===== src/rtl/sap_pkg.sv =====
// sap_pkg -- shared definitions for the sap_core CPU.
//   * 4-bit opcode constants (opcode always sits in the top nibble of IR)
//   * one-hot T-state encoding, with all-zero meaning HALT
//   * control-word struct produced by the controller each T-state
//   * last_t(): final active T-state of an opcode, used when the core is
//     built with SAP_VARIABLE_CYCLE_EN defined
package sap_pkg;

  localparam logic [3:0] OP_LDA = 4'h0;
  localparam logic [3:0] OP_ADD = 4'h1;
  localparam logic [3:0] OP_SUB = 4'h2;
  localparam logic [3:0] OP_STA = 4'h3;
  localparam logic [3:0] OP_JMP = 4'h4;
  localparam logic [3:0] OP_JZ  = 4'h5;
  localparam logic [3:0] OP_JC  = 4'h6;
  localparam logic [3:0] OP_OUT = 4'hE;
  localparam logic [3:0] OP_HLT = 4'hF;

  typedef enum logic [5:0] {
    T_HALT = 6'b000000,
    T1     = 6'b000001,
    T2     = 6'b000010,
    T3     = 6'b000100,
    T4     = 6'b001000,
    T5     = 6'b010000,
    T6     = 6'b100000
  } tstate_e;

  typedef struct packed {
    logic mar_from_pc;
    logic pc_inc;
    logic ir_ld;
    logic mar_from_op;
    logic a_from_ram;
    logic b_from_ram;
    logic alu_ld;
    logic ram_we;
    logic pc_jmp;
    logic out_ld;
  } ctrl_t;

  function automatic tstate_e last_t(input logic [3:0] op);
    tstate_e last;
    case (op)
      OP_ADD, OP_SUB: last = T6;
      OP_LDA, OP_STA: last = T5;
      default:        last = T4;
    endcase
    return last;
  endfunction

endpackage


===== src/rtl/sap_ram.sv =====
// sap_ram -- 2**AW x DW program/data memory.
//   clk    : write clock
//   we     : write strobe (already muxed between load port and STA)
//   waddr  : write address
//   wdata  : write data
//   raddr  : combinational read address (driven by MAR)
//   rdata  : combinational read data
module sap_ram #(
  parameter int DW = 8,
  parameter int AW = 4
) (
  input  logic          clk,
  input  logic          we,
  input  logic [AW-1:0] waddr,
  input  logic [DW-1:0] wdata,
  input  logic [AW-1:0] raddr,
  output logic [DW-1:0] rdata
);

  logic [DW-1:0] mem_q [2**AW];

  // NOTE: memory arrays get no reset so they map onto RAM cells; contents
  // survive n_clr, which is what lets a program be re-run after a clear.
  always_ff @(posedge clk) begin
    if (we) mem_q[waddr] <= wdata;
  end

  assign rdata = mem_q[raddr];

endmodule


===== src/rtl/sap_core.sv =====
// sap_core -- SAP-1 style CPU core with STA/JMP/JZ/JC extensions.
//   clk       : rising-edge clock
//   n_clr     : asynchronous active-low clear
//   prog      : 1 = load mode (core held at T1, RAM writable), 0 = execute
//   prog_we   : RAM write strobe, honoured only while prog = 1
//   prog_addr : RAM write address in load mode
//   prog_data : RAM write data in load mode
//   out       : output (display) register
//   halted    : 1 while in HALT
//   zf, cf    : zero flag, carry / no-borrow flag
//   t         : one-hot T-state T1..T6, all zero in HALT
// Build option: SAP_VARIABLE_CYCLE_EN -- when defined, each instruction
// returns to T1 right after its last active T-state instead of after T6.
// DW must be at least AW+4 so opcode and operand fields do not overlap.
module sap_core import sap_pkg::*; #(
  parameter int DW = 8,
  parameter int AW = 4
) (
  input  logic          clk,
  input  logic          n_clr,
  input  logic          prog,
  input  logic          prog_we,
  input  logic [AW-1:0] prog_addr,
  input  logic [DW-1:0] prog_data,
  output logic [DW-1:0] out,
  output logic          halted,
  output logic          zf,
  output logic          cf,
  output logic [5:0]    t
);

  tstate_e       t_q, t_d;
  logic [AW-1:0] pc_q, pc_d, mar_q, mar_d;
  logic [DW-1:0] ir_q, ir_d, a_q, a_d, b_q, b_d, out_q, out_d;
  logic          zf_q, zf_d, cf_q, cf_d;

  ctrl_t         ctrl;
  logic [3:0]    opcode;
  logic [AW-1:0] operand;
  logic [DW-1:0] ram_rdata;
  logic [DW:0]   alu_sum, alu_diff;
  logic [DW-1:0] alu_res;
  logic          alu_cf;

  assign opcode  = ir_q[DW-1 -: 4];
  assign operand = ir_q[AW-1:0];

  sap_ram #(.DW(DW), .AW(AW)) u_ram (
    .clk   (clk),
    .we    (prog ? prog_we : ctrl.ram_we),
    .waddr (prog ? prog_addr : mar_q),
    .wdata (prog ? prog_data : a_q),
    .raddr (mar_q),
    .rdata (ram_rdata)
  );

  // State register for the whole core.
  // NOTE: clocked state uses non-blocking assignments so every flop samples
  // the pre-edge value of its neighbours, independent of statement order.
  always_ff @(posedge clk or negedge n_clr) begin
    if (!n_clr) begin
      t_q   <= T1;
      pc_q  <= '0;
      mar_q <= '0;
      ir_q  <= '0;
      a_q   <= '0;
      b_q   <= '0;
      out_q <= '0;
      zf_q  <= 1'b0;
      cf_q  <= 1'b0;
    end else begin
      t_q   <= t_d;
      pc_q  <= pc_d;
      mar_q <= mar_d;
      ir_q  <= ir_d;
      a_q   <= a_d;
      b_q   <= b_d;
      out_q <= out_d;
      zf_q  <= zf_d;
      cf_q  <= cf_d;
    end
  end

  // Next T-state. Load mode wins over everything, including HALT.
  always_comb begin
    // NOTE: a default assignment up front means no path leaves t_d
    // unassigned, so no latch is inferred.
    t_d = t_q;
    if (prog) begin
      t_d = T1;
    end else if (t_q == T4 && opcode == OP_HLT) begin
      t_d = T_HALT;
`ifdef SAP_VARIABLE_CYCLE_EN
    end else if (t_q == last_t(opcode)) begin
      t_d = T1;
`endif
    end else begin
      unique case (t_q)
        T1:      t_d = T2;
        T2:      t_d = T3;
        T3:      t_d = T4;
        T4:      t_d = T5;
        T5:      t_d = T6;
        T6:      t_d = T1;
        T_HALT:  t_d = T_HALT;
        default: t_d = T1;
      endcase
    end
  end

  // Control word for the current T-state. Fetch is opcode-independent;
  // IR is only meaningful from T4 on.
  always_comb begin
    ctrl = '0;
    unique case (t_q)
      T1: ctrl.mar_from_pc = 1'b1;
      T2: ctrl.pc_inc      = 1'b1;
      T3: ctrl.ir_ld       = 1'b1;
      T4: begin
        case (opcode)
          OP_LDA, OP_ADD, OP_SUB, OP_STA: ctrl.mar_from_op = 1'b1;
          OP_JMP:  ctrl.pc_jmp = 1'b1;
          OP_JZ:   ctrl.pc_jmp = zf_q;
          OP_JC:   ctrl.pc_jmp = cf_q;
          OP_OUT:  ctrl.out_ld = 1'b1;
          default: ;
        endcase
      end
      T5: begin
        case (opcode)
          OP_LDA:         ctrl.a_from_ram = 1'b1;
          OP_ADD, OP_SUB: ctrl.b_from_ram = 1'b1;
          OP_STA:         ctrl.ram_we     = 1'b1;
          default: ;
        endcase
      end
      T6: begin
        if (opcode == OP_ADD || opcode == OP_SUB) ctrl.alu_ld = 1'b1;
      end
      default: ;
    endcase
  end

  // ALU: extra top bit captures carry (ADD) or borrow (SUB).
  always_comb begin
    alu_sum  = {1'b0, a_q} + {1'b0, b_q};
    alu_diff = {1'b0, a_q} - {1'b0, b_q};
    if (opcode == OP_SUB) begin
      alu_res = alu_diff[DW-1:0];
      alu_cf  = ~alu_diff[DW];
    end else begin
      alu_res = alu_sum[DW-1:0];
      alu_cf  = alu_sum[DW];
    end
  end

  // Datapath next-state. Load mode clears the fetch path but keeps A, B,
  // out and the flags, and suppresses any half-done instruction.
  always_comb begin
    pc_d  = pc_q;
    mar_d = mar_q;
    ir_d  = ir_q;
    a_d   = a_q;
    b_d   = b_q;
    out_d = out_q;
    zf_d  = zf_q;
    cf_d  = cf_q;
    if (prog) begin
      pc_d  = '0;
      mar_d = '0;
      ir_d  = '0;
    end else begin
      if (ctrl.mar_from_pc) mar_d = pc_q;
      if (ctrl.pc_inc)      pc_d  = pc_q + AW'(1);
      if (ctrl.ir_ld)       ir_d  = ram_rdata;
      if (ctrl.mar_from_op) mar_d = operand;
      if (ctrl.pc_jmp)      pc_d  = operand;
      if (ctrl.a_from_ram)  a_d   = ram_rdata;
      if (ctrl.b_from_ram)  b_d   = ram_rdata;
      if (ctrl.out_ld)      out_d = a_q;
      if (ctrl.alu_ld) begin
        a_d  = alu_res;
        zf_d = (alu_res == '0);
        cf_d = alu_cf;
      end
    end
  end

  assign out    = out_q;
  assign halted = (t_q == T_HALT);
  assign zf     = zf_q;
  assign cf     = cf_q;
  assign t      = t_q;

endmodule

===== config.mk =====
export PLATFORM = sky130hd
export DESIGN_NAME = sap_core
export DESIGN_NICKNAME = d
export VERILOG_FILES = /design/src/rtl/sap_pkg.sv /design/src/rtl/sap_ram.sv /design/src/rtl/sap_core.sv
export SDC_FILE = /design/constraint.sdc
export NUM_CORES = 1
export LEC_CHECK = 0
export BUFFER_PORTS_ARGS = -buffer_cell sky130_fd_sc_hd__buf_2
export CAP_MARGIN = 20
export CORE_MARGIN = 5
export CORE_UTILIZATION = 52
export DETAILED_ROUTE_END_ITERATION = 10
export GPL_TIMING_DRIVEN = 0
export PLACE_DENSITY = 0.67
export SLEW_MARGIN = 10
export SYNTH_ARGS = -nofsm -noshare
export SYNTH_HDL_FRONTEND = slang
export SYNTH_SLANG_ARGS = --single-unit

===== constraint.sdc =====
create_clock -name clk -period 3 [get_ports clk]
set_input_delay 0.75 -clock clk [delete_from_list [all_inputs] [get_ports clk]]
set_output_delay 0.75 -clock clk [all_outputs]
set_load 0.01 [all_outputs]

==> impl_metrics.json <==
{
  "ys_warn_count": 0,
  "postCtsSetupRepairBufs": 0,
  "numPortBuffers": 31,
  "core_mm2": 0.0153,
  "synth_area_per_cell_um2": 15.2,
  "fin_nets": 623,
  "reg2reg_slack_ns": 0.14,
  "design_area_mm2": 0.00921,
  "antenna_found_initial": 0,
  "grt_pass1_wl_mm": 28.8,
  "synthSimpleGateAreaFrac_pct": 8.60,
  "final_cell_mix": "edfxtp_1 (128), dfrtp_1 (47), nor2_1 (43), mux4_2 (40), buf_2 (36)",
  "clock.fmax_mhz": 350,
  "ys_top_cells_by_area": "edfxtp_1 (48%), dfrtp_1 (15%), mux4_2 (11%), mux2_2 (3.1%), ha_1 (2.8%)",
  "worstPathRequired_ns": 3.31,
  "insertion_delay_ns": 0.43,
  "synth_xor_area_share_pct": 0.974,
  "grt_use_met3_pct": 4.06,
  "p_seq_share_pct": 51.0,
  "timing.slew.headroom_pct": 43.8,
  "vias": 4820,
  "grt_use_met2_pct": 35.3,
  "combPwrFrac_pct": 5.4,
  "place_inst": 778,
  "wl_mm": 18.3,
  "setup-tns-final_ns": 0,
  "finalHoldViolCount": 0,
  "initial_core_util_pct": 53.0,
  "arrival_ns": 3.17,
  "crit_type": "flop to flop",
  "syn_area_mm2": 0.00809,
  "internal-power_mw": 4.08,
  "swShare_pct": 22.2,
  "dieArea_mm2": 0.0182,
  "synth.mux.area_fraction_pct": 16.7,
  "cts.htree.levels": 4,
  "gp_congestion": 0.825,
  "final_antenna_net_count": 0,
  "cts_buffers": 17,
  "diodes": 0,
  "synthFlopType": "edfxtp_1",
  "die_h_um": 135,
  "syn_inst": 534,
  "dr.pass1.iters": 5,
  "crit_path_start_kind": "flop",
  "initialDrtViolationCount": 461,
  "crit_fanout": 10,
  "syn_to_final_growth_pct": 13.9,
  "ir_drop_mv": 0.415,
  "grt_busiest_layer": "met2",
  "cts_tree": "done",
  "clockRootBuffer": "clkbuf_16",
  "yosys.cell_types.count": 61,
  "p_leak_nw": 3.33,
  "setup_viol": 0,
  "drive_gt1_share_pct": 27.2,
  "clockPowerShare_pct": 43.6,
  "cap_violations": 0,
  "cts_buffer_depth": 2,
  "synth_top_family_by_area": "multiplexers",
  "dp_hpwl_mm": 12.5,
  "p_sw_mw": 1.16,
  "postSynth.asyncResetShare_pct": 27.3,
  "maxSlewViolCount": 0,
  "holdWs_ns": 0.349,
  "avgRoutedWirePerCell_um": 22.6,
  "cp-end-kind": "flop",
  "status": "complete, no violations",
  "synth_compound_area_share_pct": 5.55,
  "avgViaCountPerCell": 5.95,
  "hold_buffers": 0,
  "max_slew.worst_pin.slew_ns": 0.837,
  "layout_commonest_cell": "edfxtp_1",
  "cts.sinks": 176,
  "grt_start_max_net_pins": 49,
  "synth_fa_ha_area_share_pct": 3.28,
  "ys_seq_elements": 176,
  "grtUsageMet1_pct": 29.1,
  "min_path_type": "input pin to asynchronous set/reset pin",
  "skew_ns": 0.0114,
  "min_period_ns": 2.86,
  "overflow": 0,
  "powerDensity_mw_per_mm2": 570,
  "grt_use_total_pct": 21.4,
  "fin_cells": 810,
  "dpl_cell_area_mm2": 0.00852,
  "io_pins": 33,
  "yosysSeqAreaShare_pct": 62.4,
  "fin_crit_sh_pct": 95.3,
  "clk_pin_slew_worst_paths_ns": 0.07,
  "yosysTopAreaCell": "edfxtp_1",
  "synth_nets": 570,
  "die-width_um": 135,
  "grt_pass1_vias": 4951,
  "drc": 0,
  "power_mw": 5.25,
  "rows": 45,
  "synth-edff-count": 128,
  "yosysTopAreaCellShare_pct": 47.5,
  "rsz0062_at_grt": "false"
}
cells in the mapped netlist (8+ instances only):
| master | instances |
|---|---|
| edfxtp_1 | 128 |
| nor2_1 | 59 |
| dfrtp_1 | 47 |
| mux4_2 | 40 |
| mux2_2 | 22 |
| nand2_1 | 22 |
| a21oi_1 | 20 |
| mux2i_1 | 20 |
| inv_1 | 19 |
| ha_1 | 18 |
| clkbuf_1 | 16 |
| o21ai_0 | 9 |
| nor3_1 | 8 |
| xnor2_1 | 8 |
critical path: stages (launching register included):
cell and delay [ns]:
dfrtp_1 0.33, clkbuf_1 0.51, clkbuf_1 0.61, mux4_2 0.44
mux4_2 0.57, mux2_2 0.29
power groups by stage:
| stage | clock, mW | combinational, mW | sequential (mW) |
|---|---|---|---|
| global route | 2.44 | 0.307 | 2.68 |
| detailed placement | 0 | 0.272 | 2.73 |
| global placement | 0 | 0.262 | 2.73 |
| finish | 2.29 | 0.282 | 2.68 |
| CTS | 2.32 | 0.275 | 2.68 |
| floorplan | 0 | 0.173 | 2.72 |
per-stage QoR:
step	util, %	setup slack, ns
global route	60.4	0.00377
CTS	60.0	-0.164
detailed placement	55.9	-0.395
finish	60.4	0.141
global placement	55.8	-0.245
floorplan	-	0.499
layer usage:
layer  routed length (um)  share of wire, %
met5                    0                 0
met4                  291               1.6
met3                  948               5.2
met2                 9170                50
met1                 7900                43
area by class of cell:
type / instances / area [um2]
multi-input combinational: 310 / 2910
clock inverter: 13 / 178
timing repair buffer: 34 / 180
buffer: 29 / 136
clock buffer: 18 / 429
fill: 1154 / 6050
inverter: 19 / 71.3
sequential: 176 / 5050
tap: 211 / 264
cells by family (layout without fill, tap and decap cells):
group	after synthesis	in the layout
DFF	176	176
and+or+nand+nor	134	134
muxes	82	82
AOI/OAI and AO/OA	65	65
buffers and inverters	48	113
adders and majority gates	20	20
xor gates and xnor gates	9	9
registers in the layout, indices dropped and copies added (netlist names):
register / count
pc_q: 4
t: 6
u_ram.mem_q: 128
cf: 1
a_q: 8
b_q: 8
out: 8
ir_q: 8
zf: 1
mar_q: 4
path summary, 6_finish.rpt:
| kind | startpoint | endpoint | cells past startpoint |
|---|---|---|---|
| worst max-delay path | mar_q[1]$_DFFE_PN0P_ | b_q[1]$_DFFE_PN0P_ | 5 |
| worst min-delay path | n_clr | cf$_DFFE_PN0P_ | 1 |
| worst max register to register | mar_q[1]$_DFFE_PN0P_ | b_q[1]$_DFFE_PN0P_ | 5 |
| worst min register to register | out[7]$_DFFE_PN0P_ | out[7]$_DFFE_PN0P_ | 1 |
| max in group asynchronous | n_clr | mar_q[3]$_DFFE_PN0P_ | 1 |
| min in group clk | out[7]$_DFFE_PN0P_ | out[7]$_DFFE_PN0P_ | 1 |
repair_timing:
item                       in CTS  in global routing
gates cloned                    0                  0
setup endpoints to repair      72                132
gates resized for setup         8                 17
No activity file was read; power rests on OpenSTA's default activity.
